**src/rtl/inst_mem_server.sv**
```systemverilog
// inst_mem_server: fixed-latency instruction-memory server for the Blimp fetch port.
// Each accepted request yields one in-order response p_latency cycles later.
// A credit-limited response FIFO absorbs back-pressure on resp_rdy.
// Optional feature macro: INST_MEM_WRITE_EN enables byte-masked writes to the array.
// Without it the array is read-only, but write requests are still accepted and answered.
// rst is asynchronous and active-low.
module inst_mem_server #(
    parameter int unsigned p_addr_bits   = 32,
    parameter int unsigned p_data_bits   = 32,
    parameter int unsigned p_opaque_bits = 8,
    parameter int unsigned p_mem_words   = 256,
    parameter int unsigned p_latency     = 2,
    parameter int unsigned p_resp_depth  = 4
) (
    input  logic                     clk,
    input  logic                     rst,
    input  logic                     req_val,
    output logic                     req_rdy,
    input  logic                     req_op,
    input  logic [p_addr_bits-1:0]   req_addr,
    input  logic [p_data_bits-1:0]   req_data,
    input  logic [p_data_bits/8-1:0] req_strb,
    input  logic [p_opaque_bits-1:0] req_opaque,
    output logic                     resp_val,
    input  logic                     resp_rdy,
    output logic                     resp_op,
    output logic [p_data_bits-1:0]   resp_data,
    output logic [p_opaque_bits-1:0] resp_opaque
);

    localparam int unsigned IDX_W = $clog2(p_mem_words);
    localparam int unsigned NB    = p_data_bits / 8;
    localparam int unsigned ENT_W = 1 + p_data_bits + p_opaque_bits;
    localparam int unsigned NSTG  = (p_latency > 1) ? p_latency - 1 : 1;
    localparam int unsigned PTR_W = (p_resp_depth > 1) ? $clog2(p_resp_depth) : 1;
    localparam int unsigned CNT_W = $clog2(p_resp_depth + 1);

    // Storage array; deliberately not reset.
    logic [p_data_bits-1:0] mem [p_mem_words];

    logic [IDX_W-1:0]       idx;
    logic                   acc;
    logic                   deq;
    logic [p_data_bits-1:0] rd_word;
    logic [ENT_W-1:0]       entry_in;
    logic                   enq;
    logic [ENT_W-1:0]       enq_ent;

    logic [ENT_W-1:0]       fifo_q [p_resp_depth];
    logic [PTR_W-1:0]       head_q;
    logic [PTR_W-1:0]       tail_q;
    logic [CNT_W-1:0]       cnt_q;
    logic [CNT_W-1:0]       inflight_q;
    logic [CNT_W-1:0]       inflight_nxt;
    logic [ENT_W-1:0]       head_ent;

    // Word index ignores the byte offset; upper bits wrap by truncation.
    assign idx      = req_addr[IDX_W+1:2];
    assign acc      = req_val & req_rdy;
    assign deq      = resp_val & resp_rdy;
    assign rd_word  = req_op ? '0 : mem[idx];
    assign entry_in = {req_op, rd_word, req_opaque};

    // Backdoor loader for simulation; the array has no reset or load port.
    task automatic init_word(input int unsigned i, input logic [p_data_bits-1:0] d);
        mem[IDX_W'(i)] = d;
    endtask

`ifdef INST_MEM_WRITE_EN
    // Byte-masked write at the accept edge; plain always so the backdoor loader may share the array.
    always @(posedge clk) begin
        if (acc && req_op) begin
            for (int b = 0; b < NB; b++) begin
                if (req_strb[b]) mem[idx][8*b +: 8] <= req_data[8*b +: 8];
            end
        end
    end

    logic unused_bits;
    assign unused_bits = ^{req_addr[1:0], req_addr[p_addr_bits-1:IDX_W+2]};
`else
    logic unused_bits;
    assign unused_bits = ^{req_addr[1:0], req_addr[p_addr_bits-1:IDX_W+2], req_data, req_strb};
`endif

    // Read-data pipeline of p_latency-1 stages ahead of the FIFO.
    if (p_latency > 1) begin : g_pipe
        logic [NSTG-1:0]  pv_q;
        logic [ENT_W-1:0] pd_q [NSTG];

        // Stage valid bits, cleared by reset.
        always_ff @(posedge clk or negedge rst) begin
            if (!rst) begin
                pv_q <= '0;
            end else begin
                pv_q[0] <= acc;
                for (int s = 1; s < NSTG; s++) pv_q[s] <= pv_q[s-1];
            end
        end

        // Stage payloads; qualified by the valid bits, so no reset.
        always_ff @(posedge clk) begin
            if (acc) pd_q[0] <= entry_in;
            for (int s = 1; s < NSTG; s++) pd_q[s] <= pd_q[s-1];
        end

        assign enq     = pv_q[NSTG-1];
        assign enq_ent = pd_q[NSTG-1];
    end else begin : g_nopipe
        assign enq     = acc;
        assign enq_ent = entry_in;
    end

    function automatic logic [PTR_W-1:0] ptr_inc(input logic [PTR_W-1:0] p);
        return (p == PTR_W'(p_resp_depth - 1)) ? '0 : p + PTR_W'(1);
    endfunction

    assign inflight_nxt = inflight_q + CNT_W'(acc) - CNT_W'(deq);

    // FIFO pointers, occupancy, credit counter and registered req_rdy.
    always_ff @(posedge clk or negedge rst) begin
        if (!rst) begin
            head_q     <= '0;
            tail_q     <= '0;
            cnt_q      <= '0;
            inflight_q <= '0;
            req_rdy    <= 1'b1;
        end else begin
            if (enq) tail_q <= ptr_inc(tail_q);
            if (deq) head_q <= ptr_inc(head_q);
            cnt_q      <= cnt_q + CNT_W'(enq) - CNT_W'(deq);
            inflight_q <= inflight_nxt;
            req_rdy    <= (inflight_nxt < CNT_W'(p_resp_depth));
        end
    end

    // FIFO entry storage; occupancy tracks which entries are live.
    always_ff @(posedge clk) begin
        if (enq) fifo_q[tail_q] <= enq_ent;
    end

    // Response comes straight from the head entry, forced to zero when empty.
    assign head_ent = fifo_q[head_q];
    assign resp_val = (cnt_q != '0);
    assign {resp_op, resp_data, resp_opaque} = resp_val ? head_ent : '0;

endmodule

```
**config.mk**
```make
export PLATFORM = sky130hd
export DESIGN_NAME = inst_mem_server
export DESIGN_NICKNAME = d
export VERILOG_FILES = /design/src/rtl/inst_mem_server.sv
export SDC_FILE = /design/constraint.sdc
export NUM_CORES = 1
export LEC_CHECK = 0
export CORE_MARGIN = 2
export CORE_UTILIZATION = 43
export DETAILED_ROUTE_END_ITERATION = 8
export GPL_TIMING_DRIVEN = 0
export HOLD_SLACK_MARGIN = 0.02
export PLACE_DENSITY = 0.92
export SLEW_MARGIN = 20
export SYNTH_ARGS = -nofsm -noshare
export SYNTH_HDL_FRONTEND = slang
export SYNTH_SLANG_ARGS = --single-unit
```
**constraint.sdc**
```tcl
create_clock -name clk -period 2.79 [get_ports clk]
set_input_delay 0.558 -clock clk [delete_from_list [all_inputs] [get_ports clk]]
set_output_delay 0.558 -clock clk [all_outputs]
set_load 0.01 [all_outputs]
```
# == Word-level counts from Yosys, hierarchy flattened ==
# Memory sizes are Yosys's and may differ from the RTL's.
# Cells that the tools add are included.
# word_totals
ff_bits,12
ram_bits,205
output_inout_bits,43
elab_cells,33
n_memories,2
# classes
n_addsub,6
n_lt_le_gt_ge,2
n_eq_ne,2
muxes,11
n_bitwise,3
n_reduce_logical,1
# memory_table
memory,words,width,rd,rd_ports_with_merged_regs,wr,line_no,rtl
fifo_q,4,41,1,0,1,49,logic [ENT_W-1:0] fifo_q [p_resp_depth];
g_pipe.pd_q,1,41,1,0,1,89,logic [ENT_W-1:0] pd_q [NSTG];
# ops
op,n
$bmux 32 s8,1
$mux 32,3
$mux 41,1
$ge 9x9->1 const B,1
$not 8->9,1
$add 3x1->3,2
$sub 3x1->3,2
$add 2x1->2 const B,2
$eq 2x2->1 const B,2
$mux 1,4
$mux 2,2
$lt 3x3->1 const B,1
$reduce_bool 3->1,1
$and 1x1->1,2

# == Longest topological paths before layout ==
# Gate-level depths: netlist (run 1).
# logic_depth
depth_word,5
ltp_mapped,6
mapped_depth_nobuf,6

# == Worst setup path after synthesis (run 1) ==
# OpenSTA, ideal clock, no wires.
# synth_path
kind,input to register
start,input req_val
end,register inflight_q[2]
setup_ps,80
t_arrival_ps,1811
required_time_ps,2710
path_slack_ps,900
cell_stages,5
n_path_buf,0
path_cell_list,and2_1 -> ha_1 -> fa_1 -> xnor2_1 -> xnor2_1
# synth_via
elab_chain_cells,3
# synth_lines
item,line_no,rtl
"start, declared",17,"input logic req_val,"
$and 1x1->1,59,assign acc = req_val & req_rdy;
$add 3x1->3,118,assign inflight_nxt = inflight_q + CNT_W'(acc) - CNT_W'(deq);
$sub 3x1->3,118,
named net inflight_nxt[2],54,logic [CNT_W-1:0] inflight_nxt;
"end signal, assigned",132,inflight_q <= inflight_nxt;
"end, declared",53,logic [CNT_W-1:0] inflight_q;
# The timed path passes the listed nets, and every way through them passes these cells.
# A chain may end at the register's enable or synchronous reset.

# == Worst setup path in the final report (run 1) ==
# layout_path
start,register head_q[0]
end,output resp_opaque[7]
# layout_via
elab_chain_cells,2
# layout_lines
item,line_no,rtl
"start, declared",50,logic [PTR_W-1:0] head_q;
"start signal, assigned",130,if (deq) head_q <= ptr_inc(head_q);
$mem_v2 4x41,-,
$mux 41,145,"assign {resp_op, resp_data, resp_opaque} = resp_val ? head_ent : '0;"
"end, declared",28,output logic [p_opaque_bits-1:0] resp_opaque
# Every way passes these cells.

==> results of run 1 <==
==> layout by cell type (no fill, tap or decap) <==
cell type,synthesis,routed
nand2_1,1,1
edfxtp_1,45,45
buf_2,1,1
nor2_1,1,1
mux2i_1,1,1
buf_6,1,1
o21ai_0,2,2
dfstp_2,1,1
fa_1,2,2
inv_1,4,4
clkinv_2,0,5
clkbuf_1,1,1
conb_1,1,32
mux2_2,2,2
dfrtp_1,11,11
bufinv_16,0,2
clkdlybuf4s50_1,0,23
mux4_2,8,8
clkbuf_8,0,9
or3b_2,1,1
ha_1,7,7
o31ai_4,1,1
xnor2_1,6,6
or2_2,2,2
buf_4,32,32
and2_1,14,14
or3_1,1,1
mux4_1,1,1
==> per-layer routing <==
layer  up-vias  track usage
li1        593            -
met1       577        0.132
met2        51        0.213
met3         9       0.0315
met4         0       0.0881
met5         -            0
==> state kept, by name, summed over array words and instances, names as in the netlist <==
name	flops
fifo_q	36
g_pipe.pd_q	9
cnt_q	3
inflight_q	3
head_q	2
tail_q	2
enq	1
req_rdy	1
==> path summary, 6_finish.rpt <==
check | startpoint | endpoint | cells after the start | slack [ns]
worst min-delay path | inflight_q[1] | req_rdy | 1 | 0.45
worst max-delay path | head_q[0] | resp_opaque[7] | 4 | 0.14
max in group asynchronous | rst | req_rdy | 1 | 1.85
worst max register to register | cnt_q[1] | inflight_q[2] | 6 | 0.76
min in group asynchronous | rst | tail_q[1] | 1 | 0.57
worst min register to register | inflight_q[1] | req_rdy | 1 | 0.45
==> worst max-delay path: stages (launching register included) <==
cell and delay, ns:
dfrtp_1 0.40, buf_6 0.20, mux4_2 0.50, and2_1 0.18, clkdlybuf4s50_1 0.48
==> where the power goes <==
group / total [mW] / switching [mW] / internal, mW
Clock: 0.795 / 0.301 / 0.494
Combinational: 1.06 / 0.465 / 0.592
Sequential: 1.27 / 0.116 / 1.15
Total: 3.12 / 0.883 / 2.24
==> kinds of logic after synthesis <==
group	after synthesis
other cells	1
flops	57
simple gates	20
buf+inv	39
xor+xnor	6
fa+ha+maj	9
mux	12
compound gates	3
==> cell usage after synthesis (all sizes together) (2+ instances only) <==
library cell	number	area, µm²
inv	4	15.0
mux2	2	22.5
ha	7	87.6
mux4	9	206
dfrtp	11	275
fa	2	40.0
edfxtp	45	1350
xnor2	6	52.6
buf	34	256
and2	14	87.6
o21ai	2	10.0
or2	2	12.5
==> area by class of cell <==
type | instances | area (µm²)
clock buffer | 9 | 124
tap | 72 | 90.1
fill | 450 | 2420
buffer | 35 | 260
sequential | 57 | 1650
multi-input combinational | 82 | 693
timing repair buffer | 23 | 230
inverter | 4 | 15.0
clock inverter | 7 | 85.1
==> through the flow <==
stage,setup slack (ns),total power [mW]
floorplan,0.900,1.95
CTS,0.127,3.15
finish,0.143,3.12
global placement,0.351,2.29
detailed placement,0.318,2.35
global route,0.0512,3.29
==> results.toml, run 1 <==
[routing]
vias = 1230
wl_met1_um = 1470
routedWlPerCell_um = 12.5
wl_met3_um = 240
route.detailed.drc = 0
viasPerCell = 4.26
routed_wirelength_um = 3610
postRouteAntennaNets = 0
met2_length_um = 1800
drtIter0Drc = 32
firstDrtPassIters = 4
top_layer = "met4"

[synthesis]
ys_seq_elements = 57
synth.distinct_cells = 24
synth_cells = 147
synth_edf_count = 45
synth-simple-area-share = 0.0490
synth_top_family_by_area = "buffers and inverters"
async_reset_ff_frac = 0.211
yosys_most_used_dff = "edfxtp_1"
synth_compound_area_frac = 0.0125
synth_area_per_cell_um2 = 17.0
synth_area_um2 = 2500
synth_xor_area_frac = 0.0210
synth-adder-area-share = 0.0509
ys_warn_count = 8192
synthMuxAreaShare = 0.0954
ys_seq_area_frac = 0.660

[sta]
period_share = 0.949
fin_skew_ns = 0.00358
rsz0062_at_grt = "no"
worst_pin_slew_ns = 0.537
hold_viol_final = 0
final-setup-viol-count = 0
slew_violations = 0
clock.fmax_ghz = 0.378
slew-limit-headroom = 0.642
timing.hold.ws_ns = 0.452
finalSetupTns_ns = 0
period_needed_ns = 2.65

[placement]
dpl.cell_count = 273
placed_cell_area_um2 = 2940
dp_hpwl_um = 2560
gp_congestion = 0.681
port_buffers = 23

[clock_network]
clk_transition_reported_paths_ns = 0.06
ctsResizeCount = 0
clockBufferDepth = 2
htree_levels = 3
cts_tree = "yes"
postCtsHoldBufs = 0
numCtsBuffers = 9
root_buffer = "clkbuf_8"
clk_latency_ns = 0.33
cts.sinks = 57
cts_setup_buffers = 0

[final_layout]
drive_above_1_share = 0.300
final_core_util = 0.565
instances_no_fill = 289
nNetsFinal = 302
antenna_cells = 0
area_delta_synth_final_pct = 25.8
fin_area_um2 = 3150

[global_route]
grtUsageTotal = 0.124
first_global_vias = 1168
antenna_found_initial = 0
grt_pass1_wl_um = 5560
grt_max_degree = 13
overflow = 0

[run_status]
outcome = "complete, no violations"

[floorplanning]
die_y_um = 80.3
dieArea_um2 = 6450
design.core.area_um2 = 5570
die_x_um = 80.3
row_count = 27
start_util = 0.449
pin_count = 124

[critical_path]
start_kind = "flip-flop"
crit_type = "reg2out"
endpoint_kind = "primary output"
arrival_ns = 2.09
required_ns = 2.23
cp_max_fo = 10

[power_and_ir_drop]
vdd_drop_max_mv = 0.657
p_per_area_nw_per_um2 = 990
p_leak_nw = 1.28

[worst_hold_path]
hold_path_class = "reg2reg"

[run]
maxCapViolations = 0
No activity file was read; power rests on OpenSTA's default activity.
==> inputs of run 2 (changes only) <==
--- a/config.mk
+++ b/config.mk
@@ -9,9 +9,11 @@
 export CORE_UTILIZATION = 43
 export DETAILED_ROUTE_END_ITERATION = 8
 export GPL_TIMING_DRIVEN = 0
-export HOLD_SLACK_MARGIN = 0.02
+export HOLD_SLACK_MARGIN = 0.1
 export PLACE_DENSITY = 0.92
+export SKIP_CTS_REPAIR_TIMING = 1
 export SLEW_MARGIN = 20
 export SYNTH_ARGS = -nofsm -noshare
 export SYNTH_HDL_FRONTEND = slang
 export SYNTH_SLANG_ARGS = --single-unit
+export TNS_END_PERCENT = 1
==> results of run 2 <==
Final layout, timing and power as in run 1 (identical DEF).
==> RTL edit, RTL diff (config.mk and constraints of run 2) <==
The parameter `p_data_bits` goes from 32 to 16.
--- a/src/rtl/inst_mem_server.sv
+++ b/src/rtl/inst_mem_server.sv
@@ -6,7 +6,7 @@
 // rst is asynchronous and active-low.
 module inst_mem_server #(
     parameter int unsigned p_addr_bits   = 32,
-    parameter int unsigned p_data_bits   = 32,
+    parameter int unsigned p_data_bits   = 16,
     parameter int unsigned p_opaque_bits = 8,
     parameter int unsigned p_mem_words   = 256,
     parameter int unsigned p_latency     = 2,
Ports: changed (resized req_data, req_strb and resp_data); port bits go from 124 to 90. No check against the original RTL was run, so the function may have changed too.
==> RTL edit against run 2 <==
Power shrank 1.0%; global-route usage is 0.18 points higher; die area down 4.6%; hold slack got worse by 0.0015 ns; core utilization is 1.9 points lower; count of clock-buffer cells in the layout increased by 1; worst setup slack worse by 0.029 ns; sequential cell count is the same; fmax down 1.1%; synthesized area down 4.8%; clock skew hardly changed; routed wire length down 3.6%; final area down 5.7%; critical path type unchanged.
==> RTL edit: results (changes against run 2) <==
Parameter                              Value

STA
  Slew at the pin closest to its max-slew limit    0.5504 ns (+0.01336 ns)
  Setup clock skew after layout    0.003994 ns (+0.0004147 ns)

Logic synthesis
  Multiplexer fraction of the synthesized cell area    10.02% (+0.48 points)
  Fraction of the yosys area taken by sequential cells    69.31% (+3.3 points)
  Number of synthesized flops with an enable pin    45 (unchanged)
  Synth top cells by count    sky130_fd_sc_hd__edfxtp_1, sky130_fd_sc_hd__buf_4, sky130_fd_sc_hd__and2_1
  Synth Area in Compound Gates    1.312% (+0.063 points)
  Leading post-synthesis cells by cell area    sky130_fd_sc_hd__edfxtp_1, sky130_fd_sc_hd__dfrtp_1, sky130_fd_sc_hd__mux4_2, sky130_fd_sc_hd__buf_4, sky130_fd_sc_hd__and2_1
  XOR/XNOR share of the synthesized area    2.204% (+0.11 points)
  Mean cell area of the mapped netlist    18.20 µm² (+6.8%)
  Fraction of registers with async set/reset    21.05% (unchanged)
  Area share of fa/ha/maj cells after synthesis    5.352% (+0.26 points)
  Number of warning messages in the yosys log    4096 (-50%)

Routing
  First-pass DRT Iterations    4 (unchanged)
  Count of routing violations after the opening detailed-route iteration    27 (-16%)
  Vias    1138 (-7.5%)
  Routed len/inst    13.54 µm (+8.4%)

Placement
  Pre-CTS setup slack    0.2867 ns (-0.03107 ns)
  Routability-driven placement congestion ratio    0.6833 (+0.34%)
  Dpl hpwl    2392 µm (-6.5%)
  Cell area after placement    2761 µm² (-6.1%)
  Placed insts    241 (-12%)

Layout
  Net count of the finished layout    252 (-17%)
  Top Registers    fifo_q (36), g_pipe.pd_q (9)
  Number of filler instances in the final layout    423 (-6.0%)
  Share of post-route cells with drive strength above 1    24.86% (-5.1 points)

Power
  Leak pwr    1.122 nW (-12%)
  Worst ir drop on vdd    0.7508 mV (+14%)
  Post-route total power    3.087 mW (-1.0%)

GRT
  Via count of the first global-routing pass    1127 (-3.5%)
  GR Util met1    13.46% (+0.29 points)
  Total global-route track usage    12.56% (+0.18 points)
  Global-route met3 utilization    4.368% (+1.2 points)
  Met2 Use GR    21.21% (-0.043 points)
  Global-route wire length before repair    5471 µm (-1.6%)

Outcome
  Outcome    finished, final reports clean

Clocking
  Clock transition at the register clock pins on the worst setup and hold paths after CTS    0.06 ns (about the same)
-- RTL edit: cell types whose count changed after synthesis --
| cell | delta |
|---|---|
| sky130_fd_sc_hd__buf_4 | -16 |
-- RTL edit: worst paths after layout --
kind,from,end,slack (ns),depth (start not counted)
worst min register to register,inflight_q[1]$_DFF_PN0_,req_rdy$_DFF_PN1_,0.45,1
worst max register to register,cnt_q[0]$_DFF_PN0_,inflight_q[2]$_DFF_PN0_,0.76,6
worst min-delay path,inflight_q[1]$_DFF_PN0_,req_rdy$_DFF_PN1_,0.45,1
worst max-delay path,head_q[0]$_DFFE_PN0P_,resp_opaque[5],0.11,4
min in group asynchronous,rst,inflight_q[1]$_DFF_PN0_,0.58,1
max in group asynchronous,rst,req_rdy$_DFF_PN1_,1.84,1
-- RTL edit: logic make-up (layout without fill, tap and decap cells) --
kind of cell | Yosys count | count (layout)
multiplexers | 12 | 12
AND/OR/NAND/NOR | 20 | 20
AO/OA/AOI/OAI | 3 | 3
adder cells (fa/ha/maj) | 9 | 9
other | 1 | 16
buffers and inverters | 23 | 62
XOR/XNOR | 6 | 6
flip-flops | 57 | 57
-- RTL edit: power by group --
group          total (mW)  switching [mW]  internal (mW)
registers            1.27           0.120           1.15
logic                1.01           0.440          0.574
clock network       0.802           0.306          0.496
-- RTL edit: area by class of cell --
class,instances,share of cell area [%]
plain buffers,19,4.716
multi-input cells,66,21.31
flip-flops and latches,57,55.62
clock inverters,6,2.779
repair buffers,23,7.747
clock buffers,10,4.295
well taps,72,3.032
inverters,4,0.5053
-- RTL edit: routing by layer --
layer,vias to the layer above,routed length (µm)
met3,9,252
met5,-,0
met2,47,1774
met4,0,98
met1,538,1353
li1,544,-
